## config.mk

```make
export PLATFORM = sky130hd
export DESIGN_NAME = au_cnt_gray_dn
export DESIGN_NICKNAME = d
export VERILOG_FILES = /design/src/rtl/au_cnt_gray_dn.sv
export SDC_FILE = /design/constraint.sdc
export NUM_CORES = 1
export LEC_CHECK = 0
export CORE_MARGIN = 8
export CORE_UTILIZATION = 35
export DETAILED_ROUTE_END_ITERATION = 7
export SKIP_LAST_GASP = 1
export SYNTH_ARGS = -nofsm -noshare
export SYNTH_HDL_FRONTEND = slang
export SYNTH_SLANG_ARGS = --single-unit
export TNS_END_PERCENT = 30
```

## constraint.sdc

```tcl
create_clock -name clk -period 3.3 [get_ports clk]
set_input_delay 0.99 -clock clk [delete_from_list [all_inputs] [get_ports clk]]
set_output_delay 0.99 -clock clk [all_outputs]
set_load 0.02 [all_outputs]
```

## src/rtl/au_cnt_gray_dn.sv

```systemverilog
// Gray-code down-counter with load, wrap/saturate-at-zero, terminal-count pulse
// and a one-cycle-lagged binary view of the count.
module au_cnt_gray_dn #(
  parameter int WIDTH = 8,
  parameter int ARCH  = 0,
  parameter int SAT   = 0,
  parameter logic [WIDTH-1:0] INIT = '0
) (
  input  logic             clk,
  input  logic             rst,
  input  logic             load,
  input  logic [WIDTH-1:0] ld_val,
  input  logic             en,
  output logic [WIDTH-1:0] cnt,
  output logic             zero,
  output logic             tc,
  output logic [WIDTH-1:0] cnt_bin,
  output logic             bin_vld
);

  logic             parity;
  logic [WIDTH-1:0] low_bit;
  logic [WIDTH-1:0] flip;
  logic [WIDTH-1:0] cnt_dec;
  logic [WIDTH-1:0] cnt_as_bin;
  logic             vld_pipe;

  assign zero   = (cnt == '0);
  assign parity = ^cnt;

  // Isolate the lowest set bit; the three variants are functionally identical.
  generate
    if (ARCH == 1) begin : g_twos
      assign low_bit = cnt & (~cnt + WIDTH'(1));
    end else if (ARCH == 2) begin : g_prefix
      logic [WIDTH-1:0] seen;
      always_comb begin
        seen    = '0;
        low_bit = '0;
        for (int i = 1; i < WIDTH; i++) seen[i] = seen[i-1] | cnt[i-1];
        low_bit = cnt & ~seen;
      end
    end else begin : g_scan
      always_comb begin
        logic found;
        found   = 1'b0;
        low_bit = '0;
        for (int i = 0; i < WIDTH; i++) begin
          if (cnt[i] && !found) begin
            low_bit[i] = 1'b1;
            found      = 1'b1;
          end
        end
      end
    end
  endgenerate

  // Odd parity flips bit 0; even parity flips the bit left of the lowest set bit.
  always_comb begin
    flip = '0;
    if (parity) begin
      flip[0] = 1'b1;
    end else if (zero) begin
      flip[WIDTH-1] = 1'b1;
    end else if (low_bit[WIDTH-1]) begin
      flip = low_bit;
    end else begin
      flip = low_bit << 1;
    end
    cnt_dec = cnt ^ flip;
  end

  always_comb begin
    cnt_as_bin = '0;
    cnt_as_bin[WIDTH-1] = cnt[WIDTH-1];
    for (int i = WIDTH - 2; i >= 0; i--) cnt_as_bin[i] = cnt_as_bin[i+1] ^ cnt[i];
  end

  always_ff @(posedge clk) begin
    if (rst) begin
      cnt      <= INIT;
      tc       <= 1'b0;
      cnt_bin  <= '0;
      vld_pipe <= 1'b0;
      bin_vld  <= 1'b0;
    end else begin
      cnt_bin  <= cnt_as_bin;
      vld_pipe <= 1'b1;
      bin_vld  <= vld_pipe;
      tc       <= en && !load && zero;
      if (load) begin
        cnt <= ld_val;
      end else if (en && !((SAT != 0) && zero)) begin
        cnt <= cnt_dec;
      end
    end
  end

endmodule

```

==> impl_metrics.py <==
metrics = {
    "timing": {
        "tightest_slew_ns": 0.7215,
        "drv_slew": 0,
        "relSlewSlack_pct": 51.55,
        "setup_violations": 0,
        "fmax_mhz": 336.4,
        "rsz0062_at_grt": "false",
        "final.setup.tns_ns": 0,
        "fin_crit_ns": 2.973,
        "finClkSkew_ns": 0.001445,
        "finalHoldViolations": 0,
        "period_share_pct": 90.08,
    },
    "final_layout": {
        "drive_above_1_share_pct": 6.164,
        "final_common_cell": "clkdlybuf4s50_1",
        "area_growth_pct": 33.26,
        "final_nets": 165,
        "n_antenna_cell": 0,
        "final_cell_mix": "30 x clkdlybuf4s50_1, 19 x dfxtp_1, 17 x nor2_1",
    },
    "cts": {
        "cts_sinks": 19,
        "cts_root_buf": "clkbuf_4",
        "path_clk_slew_ns": 0.11,
        "ctsResizeCount": 0,
        "cts_tree": "yes",
        "postCtsSetupBuffers": 0,
        "clkLatencyLatePin_ns": 0.29,
        "htreeDepth": 1,
        "cts_hold_buf": 0,
        "cts_buffers": 3,
        "cts_buffer_depth": 2,
    },
    "synth": {
        "synth_area_mm2": 0.001061,
        "synthCells": 116,
        "synth-xor-area-share_pct": 13.09,
        "synthSimpleGateAreaFrac_pct": 21.46,
        "synth_edf_count": 0,
        "synth_compound_area_share_pct": 16.39,
        "syn_area_per_cell_um2": 9.147,
        "muxShareOfSynthArea_pct": 0,
        "synth.yosys.seq_area_share_pct": 35.85,
        "syn_nets": 134,
        "ys_ff_latch": 19,
        "synth-async-reset-ratio_pct": 0,
        "ys.flop_type": "dfxtp_1",
        "synth_warnings": 0,
        "synth_top_family_by_area": "simple AND/OR/NAND/NOR gates",
        "synthAdderAreaFrac_pct": 7.075,
        "synth.distinct_cells": 40,
    },
    "outcome": {
        "status": "finished, final reports clean",
    },
    "hold_path": {
        "hold_class": "reg -> reg",
        "min_from": "vld_pipe$_DFF_P_",
    },
    "critical_path": {
        "ff2ff_path_depth": 6,
        "worstReg2RegEnd": "cnt[1]$_SDFFE_PP0P_",
        "worstPathMaxFanout": 8,
        "path_class": "reg -> out",
        "startpoint_type": "register",
        "crit_top_cell": "inv_1",
        "cp-startpoint": "cnt[2]$_SDFFE_PP0P_",
        "cp.arrival_ns": 1.98,
        "r2r_setup_slack_ns": 0.83,
        "timing.rr.start": "cnt[2]$_SDFFE_PP0P_",
        "cp-endpoint": "zero",
        "crit_path_max_incr_delay_ns": 0.53,
        "required_ns": 2.31,
        "cpMaxStageDelayCell": "clkdlybuf4s50_1",
        "path_cells": "inv_1 > ha_1 > nand4_1 > buf_4 > inv_1 > clkdlybuf4s50_1",
        "crit_path_end_kind": "output port",
    },
    "grt": {
        "grt_pass1_wl_um": 4671,
        "grt_start_max_net_pins": 17,
        "overflow": 0,
        "grt_pass1_vias": 1004,
        "antenna_found_initial": 0,
        "track_usage_pct": 11.10,
    },
    "routing": {
        "via_per_inst": 5.324,
        "wl_met2_um": 1213,
        "drt-total-wl_um": 2689,
        "drc": 0,
        "drtPass1Iterations": 4,
        "drt-met1-wl_um": 1232,
        "num_vias": 953,
        "antenna_left": 0,
        "drt-initial-drc-count": 51,
        "post_drt_wl_per_cell_um": 15.02,
        "met3RoutedLength_um": 229,
        "top_layer": "met4",
    },
    "pwr": {
        "power.density_mw_per_mm2": 517.9,
        "finalPower_mw": 0.7322,
        "p_leak_nw": 0.5506,
        "ir_drop_mv": 0.1857,
    },
    "die": {
        "core_mm2": 0.002978,
        "die_h_um": 71.06,
        "fp.dieArea_mm2": 0.005050,
        "start_util_pct": 35.63,
        "ioPinCount": 31,
        "chipWidth_um": 71.06,
        "placementRows": 20,
    },
    "placed_design": {
        "dp_hpwl_um": 2072,
        "gp_congestion": 0.8194,
        "numPortBuffers": 30,
    },
    "run": {
        "drv_cap": 0,
    },
}
[kinds of logic (layout without fill, tap and decap cells)]
| logic type | after synthesis | in the layout |
|---|---|---|
| xor gates and xnor gates | 11 | 11 |
| and+or+nand+nor | 42 | 42 |
| DFF | 19 | 19 |
| adders and majority gates | 6 | 6 |
| AOI/OAI and AO/OA | 22 | 22 |
| buffers and inverters | 16 | 46 |
[routing by layer]
metal / up-vias / GRT usage (%)
li1: 472 / -
met1: 448 / 12.95
met2: 31 / 18.02
met3: 2 / 4.237
met4: 0 / 3.926
met5: - / 0
[report_power, final]
part	internal (mW)	leakage (nW)	switching [mW]
sequential	0.261	0.158	0.0204
clock	0.0451	0.0177	0.0742
combinational	0.149	0.375	0.183
total	0.455	0.551	0.278
[synthesized netlist by cell type (2+ instances only)]
cell	instances	area, um2
a311oi_1	4	35.03
nand2_1	3	11.26
xnor2_1	6	52.55
o31ai_1	3	22.52
nor2b_1	4	25.02
o2111a_1	2	22.52
ha_1	6	75.07
nand4_1	4	25.02
or4_1	2	15.01
xnor3_1	2	45.04
o21ai_0	3	15.01
a21oi_1	2	10.01
nand3_1	2	10.01
dfxtp_1	19	380.4
inv_1	11	41.29
nor2_1	17	63.81
clkbuf_1	3	11.26
[sequential cells by signal, indices dropped and copies added (netlist names)]
signal,flops
bin_vld,1
cnt,8
cnt_bin,8
tc,1
vld_pipe,1
[stage by stage]
step | util [%] | instance area [um2] | cells | setup slack [ns] | hold slack, ns
after global routing | 47.48 | 1414 | 179 | 0.1800 | 0.4865
after floorplan | - | 1061 | 116 | 1.055 | 0.4138
after global placement | 46.55 | 1386 | 175 | 0.6751 | 0.4405
final | 47.48 | 1414 | 179 | 0.3275 | 0.4643
after detailed placement | 46.55 | 1386 | 175 | 0.6703 | 0.4514
after CTS | 47.48 | 1414 | 179 | 0.3073 | 0.4709
[final cells by class]
cell class,count,area (um2)
fill,280,1564
multi-input combinational,81,615.6
clock inverter,1,5.005
timing repair buffer,31,307.8
tap,33,41.29
clock buffer,3,22.52
sequential,19,380.4
inverter,11,41.29
[critical path: cells and delay by family, from the launching register on]
family,cells,cell delay (ns)
buffers and inverters,4,0.86
DFF,1,0.51
adders and majority gates,1,0.23
and+or+nand+nor,1,0.09
[worst min path at each step]
stage,endpoint,cells after the start
after global routing,bin_vld$_SDFF_PP0_,1
after detailed placement,bin_vld$_SDFF_PP0_,1
after floorplan,bin_vld$_SDFF_PP0_,1
final,bin_vld$_SDFF_PP0_,1
after global placement,bin_vld$_SDFF_PP0_,1
after CTS,bin_vld$_SDFF_PP0_,1
Note: power is estimated with default switching activity, not from simulation.
